$ cat config.mk
export PLATFORM = sky130hd
export DESIGN_NAME = moore_seq_det_param
export DESIGN_NICKNAME = d
export VERILOG_FILES = /design/src/rtl/moore_seq_det_param.sv
export SDC_FILE = /design/constraint.sdc
export NUM_CORES = 1
export LEC_CHECK = 0
export ABC_AREA = 1
export CAP_MARGIN = 20
export CORE_UTILIZATION = 45
export DETAILED_ROUTE_END_ITERATION = 16
export PLACE_DENSITY = 0.74
export SLEW_MARGIN = 10
export SYNTH_ARGS = -nofsm -noshare
export SYNTH_HDL_FRONTEND = slang
export SYNTH_SLANG_ARGS = --single-unit
$ cat constraint.sdc
create_clock -name clk -period 1.75 [get_ports clk]
set_clock_uncertainty 0.2 [all_clocks]
set_input_delay 0.2625 -clock clk [delete_from_list [all_inputs] [get_ports clk]]
set_output_delay 0.2625 -clock clk [all_outputs]
set_load 0.03 [all_outputs]
$ cat src/rtl/moore_seq_det_param.sv
// rtl/moore_seq_det_param.sv - parametrised Moore serial pattern detector with saturating match counter
module moore_seq_det_param #(
   parameter int                     PATTERN_LEN = 4,
   parameter logic [PATTERN_LEN-1:0] PATTERN     = 4'b1100,
   parameter int                     COUNT_W     = 8
) (
   input  logic               clk,
   input  logic               reset,
   input  logic               en,
   input  logic               ip,
   input  logic               overlap,
   input  logic               clr,
   output logic               op,
   output logic [COUNT_W-1:0] match_cnt,
   output logic [5:0]         fill
);

   localparam logic [5:0]         FILL_FULL = 6'(PATTERN_LEN);
   localparam logic [COUNT_W-1:0] CNT_MAX   = {COUNT_W{1'b1}};

   logic [PATTERN_LEN-1:0] hist;
   logic [PATTERN_LEN-1:0] hist_n;
   logic [5:0]             fill_n;
   logic                   hit;
   logic                   m;

   // fill gates the compare so stale or reset-zero history never matches early
   always_comb begin
      hist_n = {hist[PATTERN_LEN-2:0], ip};
      fill_n = (fill == FILL_FULL) ? FILL_FULL : fill + 6'd1;
      hit    = en && (fill_n == FILL_FULL) && (hist_n == PATTERN);
   end

   always_ff @(posedge clk) begin
      if (reset) begin
         hist      <= '0;
         fill      <= '0;
         m         <= 1'b0;
         match_cnt <= '0;
      end else begin
         if (en) begin
            hist <= hist_n;
            m    <= hit;
            // non-overlap restarts the window; hist is left alone, fill masks it
            fill <= (hit && !overlap) ? 6'd0 : fill_n;
         end
         if (clr)
            match_cnt <= '0;
         else if (hit && (match_cnt != CNT_MAX))
            match_cnt <= match_cnt + COUNT_W'(1);
      end
   end

   assign op = m;

endmodule

Word-level counts from Yosys, hierarchy flattened --
Index checks and enable logic that the tools add are counted. W data, S select, Z words.
Word-level totals: output and inout port bits 15, input port bits 6, bits in registers 18, word-level logic and storage cells 18
Operators by class: add/subtract/negate cells 2, equal/unequal tests 4, mux-type cells 2, reduce and logical (&&, ||, !) cells 6
Operators by type and width (number):
- $eq A6 B3 Y1 const B | 2
- $mux W6 | 2
- $add A8 B1 Y8 const B | 1
- $ne A8 B8 Y1 const B | 1
- $add A6 B1 Y6 const B | 1
- $eq A4 B4 Y1 const B | 1
- $logic_and A1 B1 Y1 | 4
- $reduce_or A2 Y1 | 1
- $logic_not A1 Y1 | 1

Depth between registers and ports, before layout --
word-level depth 7, depth in mapped cells 11, depth with buffers taken out 11

Worst setup path before layout --
Ideal clock, no wire load.
path type register to register, from reg fill[0], to reg match_cnt[0], setup time 0.113 ns, cell stages (with the launch flop) 11, arrival 1.781 ns, slack -0.345 ns, path buffers 0, required time 1.437 ns, path through dfxtp_1 inv_1 ha_1 nor2_1 nand3_1 nor2_4 nand3_4 nor2_8 nand3_4 nor2_1 nor2_1
On the way: cells in the longest elaborated chain, start to end 6, elaborated cells between the ends (all ways) 7, those cells by class add/sub (1); eq/ne (2); mux (1); reduce/logical (3)
RTL lines:
- from (decl) | line 15 | output logic [5:0] fill
- from (signal assigned) | line 45 | fill <= (hit && !overlap) ? 6'd0 : fill_n;
- $add A6 B1 Y6 or $eq A6 B3 Y1 (tied branches) | line 30 | fill_n = (fill == FILL_FULL) ? FILL_FULL : fill + 6'd1;
- $mux W6 (*) | line 30
- $eq A6 B3 Y1 (*) | line 31 | hit = en && (fill_n == FILL_FULL) && (hist_n == PATTERN);
- $logic_and A1 B1 Y1 (*) (2 in a row) | line 31
- $logic_and A1 B1 Y1 (*) | line 49 | else if (hit && (match_cnt != CNT_MAX))
- to (signal assigned) | line 50 | match_cnt <= match_cnt + COUNT_W'(1);
- to (decl) | line 14 | output logic [COUNT_W-1:0] match_cnt,
Every way passes the cells marked *; elsewhere a longest branch is shown, timed or not. A chain may end at the register's enable or synchronous reset.

Worst setup path after layout --
from reg fill[0], to reg match_cnt[4]
Same word-level chain as after synthesis.

==> metrics.csv <==
metric,value,unit
CP required,1750,ps
switching power,213,uW
Via Count,1043,
max_slew headroom,79.5,%
unique cell type count in the Yosys netlist,25,
measured slew at the worst slew-check pin,309,ps
hold-fix buffers at CTS,0,
number of global-route vias before repair,950,
design internal power,595,uW
share of total power consumed by net switching,26.3,%
post-synthesis sequential area ratio,35.5,%
top flip-flop cell by instance count after synthesis,sky130_fd_sc_hd__dfxtp_1,
antenna diode count,0,
antenna violations before repair,0,
final count of pins violating max slew,0,
CP max FO,6,
list of most frequent post-synthesis cells,"sky130_fd_sc_hd__nand2_1, sky130_fd_sc_hd__dfxtp_1, sky130_fd_sc_hd__a21oi_1, sky130_fd_sc_hd__inv_1, sky130_fd_sc_hd__nor2_1",
total clock buffers created by CTS,3,
final core utilization,69.7,%
setup repair after global routing missed its margin,yes,
peak per-stage delay on the critical path,380,ps
CTS tree,built,
leading area contributor after synthesis,sky130_fd_sc_hd__dfxtp_1,
Flop pwr share,53.1,%
max capacitance violation total,0,
root buf cell,sky130_fd_sc_hd__clkbuf_4,
H-Tree Level Count,1,
result of the run,"finished, violations left",
routed vias/inst,5.19,
total grt overflow,0,
proportion of layout cells with a drive suffix above 1,25.3,%
total nets after synthesis,149,
count of endpoints failing hold in the final timing report,0,
part of the total power dissipated in the clock network,33.1,%
leakage component of the power,0.000627,uW
height of the chip,49.5,um
detailed-route wire length,2.37,mm
WP data arrival,1830,ps
final-layout setup total negative slack,-517,ps
cell with the most instances after synthesis,sky130_fd_sc_hd__nand2_1,
Achievable Freq,547,MHz
fraction of power consumed by combinational cells,13.8,%
pin count of the biggest net entering global routing,12,
"critical path, cell by cell",inv_4 > ha_4 > nor2_1 > nand3_1 > nor2_4 > nand3_4 > nor2_8 > nand3_4 > nand2_2 > a21oi_2,
minimum period implied by the final worst setup slack,1830,ps
number of synthesized flops with an enable pin,0,
full die area,2450,um2
Crit Path Class,reg2reg,
wire per inst,11.8,um
io pins,21,
share of the clock period used by the worst path,104,%
number of failing setup endpoints in the final timing report,9,
Layout area overhead,40.0,%
largest buffer count on any clock path,2,
initial cell density of the core,49.8,%
Critical Path Most Common Cell,sky130_fd_sc_hd__nand3_4,
post-route antenna net violation count,0,
placed wire-length estimate after detailed placement,1.66,mm
number of storage elements in the synthesis netlist,18,
chip width,49.5,um
"Clk pin slew, worst setup/hold paths",110,ps
Max IR drop VDD,572,uV
global placer's final weighted congestion,0.884,
aggregate global-route resource usage,20.8,%
Critical Path Sink Type,flip-flop,
Yosys top cell area share,35.5,%
synthesized area per cell,7.26,um2
top cells by area in the synthesized netlist,"sky130_fd_sc_hd__dfxtp_1, sky130_fd_sc_hd__nand2_1, sky130_fd_sc_hd__a21oi_1",
Num Clock Sinks,18,
power density cells,568,nW/um2
Core Box Area,2040,um2
number of standard cells after synthesis,140,
DRC violation total after the first TritonRoute iteration,16,
failing checks,setup timing,
wire length of the first global-routing pass,3.95,mm
count of input and output buffers,20,
Min-Delay Path Class,reg2reg,
share of flip-flops with an asynchronous set or reset,0,%
drt first pass iters,4,
DRC violation count after routing,0,
Worst-Skew Late Latency,310,ps
min setup slack post-route,-76.6,ps
standard-cell row count,16,
critical-path cell with the highest stage delay,sky130_fd_sc_hd__dfxtp_4,
synth warn,0,
Mapped Area,1020,um2
# nets final,184,
crit start category,flip-flop,
==> final cells by class <==
cell class | count | area [um2]
clock buffers | 4 | 36.3
multi-input cells | 105 | 644
flip-flops and latches | 18 | 372
inverters | 15 | 61.3
fillers | 183 | 619
repair buffers | 32 | 275
well taps | 27 | 33.8
==> cells by family after synthesis <==
family | count (synthesis) | synth area share (%)
and+or+nand+nor | 75 | 37.9
AOI/OAI and AO/OA | 20 | 10.1
buffers and inverters | 19 | 8.50
DFF | 18 | 35.5
xor gates and xnor gates | 5 | 4.31
adders and majority gates | 3 | 3.69
==> power groups by stage <==
stage	Combinational (uW)	Clock, uW	Sequential [uW]
6_report	111	267	429
5_1_grt	123	296	431
4_1_cts	110	278	429
3_5_place_dp	110	0	439
3_3_place_gp	108	0	438
2_1_floorplan	55.1	0	448
==> layer usage <==
| metal | up-vias | share of wire (%) | global-route usage (%) |
|---|---|---|---|
| met2 | 23 | 47 | 35.4 |
| li1 | 544 | - | - |
| met3 | 5 | 4.0 | 1.85 |
| met5 | - | 0 | 0 |
| met4 | 0 | 2.1 | 9.05 |
| met1 | 471 | 47 | 26.8 |
==> registers in the layout, indices dropped and copies added (netlist names) <==
name / flops
match_cnt: 8
op: 1
fill: 6
hist: 3
==> worst max-delay path, delay by kind of cell (launching register included) <==
kind / cells / cell delay (ps)
AOI/OAI and AO/OA: 1 / 50
adders and majority gates: 1 / 230
buffers and inverters: 1 / 40
and+or+nand+nor: 7 / 820
DFF: 1 / 380
==> placed cells by master (no fill, tap or decap) <==
master	netlist	layout
sky130_fd_sc_hd__nand3b_1	1	1
sky130_fd_sc_hd__nand2_2	0	5
sky130_fd_sc_hd__nand3_1	11	9
sky130_fd_sc_hd__or2_4	1	1
sky130_fd_sc_hd__clkbuf_8	0	1
sky130_fd_sc_hd__ha_4	0	1
sky130_fd_sc_hd__buf_4	1	11
sky130_fd_sc_hd__dfxtp_1	18	13
sky130_fd_sc_hd__nand4_1	9	9
sky130_fd_sc_hd__nand2_1	34	29
sky130_fd_sc_hd__xor2_1	4	4
sky130_fd_sc_hd__nand3_4	2	3
sky130_fd_sc_hd__dlygate4sd2_1	0	15
sky130_fd_sc_hd__a21oi_2	0	3
sky130_fd_sc_hd__nand3_2	0	2
sky130_fd_sc_hd__inv_4	1	2
sky130_fd_sc_hd__dfxtp_2	0	3
sky130_fd_sc_hd__clkdlybuf4s50_1	0	5
sky130_fd_sc_hd__o21ai_0	3	3
sky130_fd_sc_hd__clkbuf_4	0	3
sky130_fd_sc_hd__xnor2_1	1	1
sky130_fd_sc_hd__o21bai_1	1	1
sky130_fd_sc_hd__nor2_8	1	1
sky130_fd_sc_hd__nor2_4	1	2
sky130_fd_sc_hd__nor2_1	13	13
sky130_fd_sc_hd__nor3_1	1	1
sky130_fd_sc_hd__inv_1	13	11
sky130_fd_sc_hd__a21oi_1	16	13
sky130_fd_sc_hd__buf_6	1	1
sky130_fd_sc_hd__ha_1	3	2
sky130_fd_sc_hd__inv_2	1	2
sky130_fd_sc_hd__nor3_2	1	1
sky130_fd_sc_hd__dfxtp_4	0	2
==> what timing repair did <==
item,CTS,global route
endpoints found under the hold margin,0,0
cloned,2,0
resized for setup,19,9
pin swaps,3,3
endpoints found under the setup margin,24,11
setup buffers,2,0
==> metrics by stage <==
| step | hold slack, ps | std cells | setup WS (ps) | instance area, um2 | power (uW) |
|---|---|---|---|---|---|
| 6_report | 272 | 201 | -76.6 | 1420 | 807 |
| 5_1_grt | 307 | 201 | -181 | 1420 | 849 |
| 4_1_cts | 279 | 201 | -113 | 1390 | 817 |
| 3_5_place_dp | 263 | 193 | -374 | 1320 | 549 |
| 3_3_place_gp | 254 | 193 | -322 | 1320 | 546 |
| 2_1_floorplan | 229 | 140 | -106 | 1040 | 503 |
==> path summary, 6_finish.rpt <==
check | start | to | slack [ps] | cells after the start
worst max-delay path | fill[0] | match_cnt[4] | -80 | 10
worst min-delay path | op | op | 270 | 2
worst max register to register | fill[0] | match_cnt[4] | -80 | 10
worst min register to register | op | op | 270 | 2
No activity file was read; power rests on OpenSTA's default activity.
==> RTL change 1 (same settings) <==
Change the parameter `COUNT_W` from 8 to 12.
--- a/src/rtl/moore_seq_det_param.sv
+++ b/src/rtl/moore_seq_det_param.sv
@@ -3,5 +3,5 @@
    parameter int                     PATTERN_LEN = 4,
    parameter logic [PATTERN_LEN-1:0] PATTERN     = 4'b1100,
-   parameter int                     COUNT_W     = 8
+   parameter int                     COUNT_W     = 12
 ) (
    input  logic               clk,
Interface: changed (resized match_cnt); port bits go from 21 to 25. The function was not compared with the original's and may differ.
==> RTL change 1 against the original RTL <==
  * The run still ends with negative setup slack left
  * Global-route usage increased by 2.4 points
  * Sequential cell count grew 4
  * Synthesized area is 30% higher
  * Total power is 19% higher
  * Routed wire length up 37%
  * Cell area is 37% higher
  * Cell count increased by 38%
  * Synthesized cell count increased by 44%
  * Worst setup slack got worse by 6.7 ps
  * Largest power group unchanged
==> RTL change 1: results (changes against the original RTL) <==
Worst-path clk slew -> 130 ps (was 110 ps)
DP Wirelength -> 2450 um (was 1660 um)
DR iter-0 viols -> 84 (was 16)
WL per Instance -> 11.7 um (was 11.8 um)
Largest net degree at the start of global routing -> 13 (was 12)
Vias in the first global route -> 1465 (was 950)
Setup-failing EPs final -> 11 (was 9)
Worst vdd ir -> 0.402 mV (was 0.572 mV)
Violated checks -> negative setup slack (unchanged)
Max FFs per register -> 12 (was 8)
Seq/Total Area, Yosys -> 0.334 (was 0.355)
Number of distinct library cells after synthesis -> 26 (was 25)
Vias per Instance -> 5.12 (was 5.19)
P_sw -> 252 uW (was 213 uW)
Setup TNS -> -525 ps (was -517 ps)
Final nets -> 257 (was 184)
Share of cells above drive strength 1 -> 0.316 (was 0.253)
Post-route setup slack -> -83.3 ps (was -76.6 ps)
GRT Util Overall -> 0.233 (was 0.208)
Met2 usage -> 0.417 (was 0.354)
Largest regs -> match_cnt: 12 flops, fill: 6 flops, hist: 3 flops (was match_cnt: 8 flops, fill: 6 flops, hist: 3 flops)
Pleak -> 0.000900 uW (was 0.000627 uW)
Syn Nets -> 211 (was 149)
Most frequent cells after synthesis -> 47 x nand2_1, 34 x nor2_1, 31 x inv_1 (was 34 x nand2_1, 18 x dfxtp_1, 16 x a21oi_1)
GPL Wtd Cong -> 0.876 (was 0.884)
# port buffers -> 24 (was 20)
Status -> complete, but fails checks (unchanged)
CP arrival -> 1890 ps (was 1830 ps)
[RTL change 1: cell types whose count changed in the layout (fill, tap and decap cells not counted), moves of 5 or more]
cell     before  now
inv_1        11   25
buf_4        11   17
a21oi_1      13    8
o21ai_2       0    5
nor2_1       13   29
nand2_1      29   42
[RTL change 1: final cells by class]
class / count / share of cell area
multi-input combinational: 143 / 0.454
sequential: 22 / 0.238
timing repair buffer: 45 / 0.202
inverter: 33 / 0.0674
tap: 31 / 0.0199
clock buffer: 4 / 0.0186
[RTL change 1: logic make-up after synthesis]
logic type | share of synthesized area
DFF | 0.334
and+or+nand+nor | 0.423
xor gates and xnor gates | 0.00665
buffers and inverters | 0.109
adders and majority gates | 0.0285
AOI/OAI and AO/OA | 0.0988
[RTL change 1: worst max-delay path, cell delays in order, from the launching register on]
cell	delay, ps
dfxtp_4	410
inv_4	40
ha_4	240
inv_4	60
nand3_2	70
nor2_4	130
nand2_4	80
nor2_8	150
nand3_4	150
o21bai_4	170
inv_2	30
nor2_1	70
[RTL change 1: metal layers]
layer / share of wire / vias up
met2: 0.51 / 17
met4: 0.0059 / 0
met3: 0.022 / 2
li1: - / 735
met5: 0 / -
met1: 0.46 / 669
[RTL change 1: stage by stage]
step                      worst slack (ps)  instances  total power [uW]  instance area (um^2)  hold slack (ps)
final                                -83.3        278               959                  1950              292
after global routing                  -213        278               997                  1950              322
after CTS                             -120        278               953                  1890              293
after detailed placement              -290        273               669                  1810              270
after global placement                -274        273               667                  1810              251
after floorplan                      -79.2        202               603                  1400              248
[RTL change 1: repair_timing]
item	CTS	global route
endpoints found under the setup margin	33	15
gates resized for setup	32	21
buffers inserted	1	0
pin swaps	2	12
[RTL change 1: path summary, 6_finish.rpt]
kind | cells past startpoint | from | endpoint | slack (ps)
max | 11 | fill[1] | match_cnt[7] | -80
min | 2 | op | op | 290
max reg2reg | 11 | fill[1] | match_cnt[7] | -80
min reg2reg | 2 | op | op | 290
[RTL change 1: power by group through the flow]
stage	Combinational [uW]	Clock [uW]	Sequential, uW
floorplan	63.4	0	540
global placement	138	0	529
detailed placement	140	0	530
CTS	144	289	520
global route	170	306	521
finish	154	285	519
==> RTL change 2 (same settings) <==
Made on the original files. Reset style: asynchronous (`reset`), changed in one clocked block.
--- a/src/rtl/moore_seq_det_param.sv
+++ b/src/rtl/moore_seq_det_param.sv
@@ -32,5 +32,5 @@
    end
 
-   always_ff @(posedge clk) begin
+   always_ff @(posedge clk or posedge reset) begin
       if (reset) begin
          hist      <= '0;
Formal check against the unedited RTL: differs if reset is asserted again (counterexample within 4 cycles, from zero or initial values and one cycle with reset high); with reset held inactive, the same outputs for 10 cycles.
==> RTL change 2 against the original RTL <==
  * The flow still finishes with violations (negative setup slack)
  * Routed wire length grew 9.5%
  * Sequential cell count unchanged
  * Sequential share of layout area up 1.7 points
  * Cell area is 15% higher
  * Synthesized area rose by 13%
  * Worst setup slack worse by 31 ps
  * Critical path depth unchanged
  * First-iteration DRC count decreased by 25%
  * Critical path type unchanged
  * Largest cell class unchanged
Power is not compared: it rests on default switching activity, and its combinational part moved more than twofold at a synthesized area within 25%.
==> RTL change 2: results (changes against the original RTL) <==
Hold WC Path Type -> primary input to asynchronous set/reset pin (was register to register)
N_diodes -> 0 (unchanged)
Syn Nets -> 160 (was 149)
Final nets -> 205 (was 184)
Worst path slowest cell -> dfrtp_2 (was dfxtp_4)
Synth Area in XOR/XNOR -> 0.0230 (was 0.0431)
Multiplexer share of the synthesized area -> 0 (unchanged)
CP delay by family, top -> simple AND/OR/NAND/NOR gates (unchanged)
Yosys Warn Count -> 0 (unchanged)
Vias in the first global route -> 1023 (was 950)
Violated checks -> negative setup slack (unchanged)
Share of cells above drive strength 1 -> 0.344 (was 0.253)
Aggregate routed wire length -> 2590 um (was 2370 um)
DR iter-0 viols -> 12 (was 16)
Synth async-reset ratio -> 1.00 (was 0)
Initial antenna violation count -> 0 (unchanged)
Worst vdd ir -> 0.846 mV
Max-slew headroom -> 0.660 (was 0.795)
Most frequent cells after synthesis -> 47 x nand2_1, 20 x inv_1, 18 x dfrtp_1 (was 34 x nand2_1, 18 x dfxtp_1, 16 x a21oi_1)
Ranking of synthesized cells by area -> dfrtp_1 39%, nand2_1 15%, inv_1 6.6% (was dfxtp_1 35%, nand2_1 13%, a21oi_1 7.9%)
Adder-cell area share of the yosys netlist -> 0.0328 (was 0.0369)
Hold slack -> 76.7 ps (was 272 ps)
Vias per Instance -> 4.94 (was 5.19)
Number of fill cells -> 180 (was 183)
P_sw -> 769 uW
Crit-path max cell delay -> 430 ps (was 380 ps)
Status -> complete, but fails checks (unchanged)
DP Wirelength -> 1800 um (was 1660 um)
Share of the synthesized area in the top cell type -> 0.394 (was 0.355)
Number of distinct library cells after synthesis -> 26 (was 25)
Max FFs per register -> 8 (unchanged)
Crit start category -> register (unchanged)
Worst flop-to-flop path startpoint -> fill[0] (unchanged)
Setup TNS -> -783 ps (was -517 ps)
# port buffers -> 20 (unchanged)
Area post-placement -> 0.00149 mm^2 (was 0.00132 mm^2)
GRT Util Overall -> 0.215 (was 0.208)
Largest regs -> match_cnt: 8 flops, fill: 6 flops, hist: 3 flops (unchanged)
Setup-failing EPs final -> 9 (unchanged)
Worst-path clk slew -> 110 ps (about the same)
Slew Viols, Final -> 0 (unchanged)
Drt first pass iters -> 4 (unchanged)
PostCTS Resize Cnt -> 27 (was 19)
Worst-Skew Late Latency -> 300 ps
Seq/Total Area, Yosys -> 0.394 (was 0.355)
CP arrival -> 1840 ps
Largest net degree at the start of global routing -> 19 (was 12)
H-tree Lvls -> 1 (unchanged)
Num CTS Buffers -> 3 (unchanged)
Worst setup path end -> match_cnt[4] (unchanged)
Global-route wire length before repair -> 4290 um (was 3950 um)
Critical-path maximum fanout -> 8 (was 6)
Post-route setup slack -> -107 ps (was -76.6 ps)
Post-synthesis compound-gate area fraction -> 0.0416 (was 0.101)
Post-CTS Setup Repair Bufs -> 9 (was 2)
CTS max path bufs -> 2 (unchanged)
GPL Wtd Cong -> 0.724 (was 0.884)
CTS root buf -> clkbuf_4 (unchanged)
Pleak -> 0.000901 uW
## RTL change 2: routing by layer
| metal | global-route usage | wire (um) | part of all wire |
|---|---|---|---|
| met1 | 0.281 | 1240 | 0.48 |
| met2 | 0.344 | 1250 | 0.48 |
| met3 | 0.0377 | 68 | 0.026 |
| met4 | 0.0921 | 33 | 0.013 |
| met5 | 0 | 0 | 0 |
## RTL change 2: kinds of logic (layout without fill, tap and decap cells)
kind of cell,Yosys count,count (layout)
AND/OR/NAND/NOR,93,93
buffers and inverters,25,69
flip-flops,18,18
AO/OA/AOI/OAI,9,9
adder cells (fa/ha/maj),3,3
XOR/XNOR,3,3
## RTL change 2: power by group through the flow
| stage | Clock (uW) | Combinational, uW | Sequential [uW] |
|---|---|---|---|
| after floorplan | 0 | 393 | 694 |
| after global placement | 0 | 762 | 583 |
| after detailed placement | 0 | 771 | 592 |
| after CTS | 229 | 927 | 578 |
| after global routing | 238 | 1040 | 593 |
| final | 221 | 951 | 580 |
## RTL change 2: worst register-to-register path, delay by kind of cell, from the launching register on
family,cells,cell delay (ps)
AND/OR/NAND/NOR,7,730
flip-flops,1,430
buffers and inverters,2,160
adder cells (fa/ha/maj),1,210
## RTL change 2: metrics by stage
step | setup WS [ps] | instances | total power, uW | util
global route | -206 | 223 | 1870 | 0.711
CTS | -97.6 | 223 | 1730 | 0.693
floorplan | -27.7 | 151 | 1090 | -
finish | -107 | 223 | 1750 | 0.711
detailed placement | -130 | 210 | 1360 | 0.647
global placement | -86.2 | 210 | 1340 | 0.647
## RTL change 2: area by class of cell
class,instances,area [um^2],share of cell area
multi-input cells,108,684,0.419
clock buffers,4,26.3,0.0161
flip-flops and latches,18,455,0.279
inverters,23,90.1,0.0551
well taps,28,35.0,0.0214
repair buffers,42,343,0.210
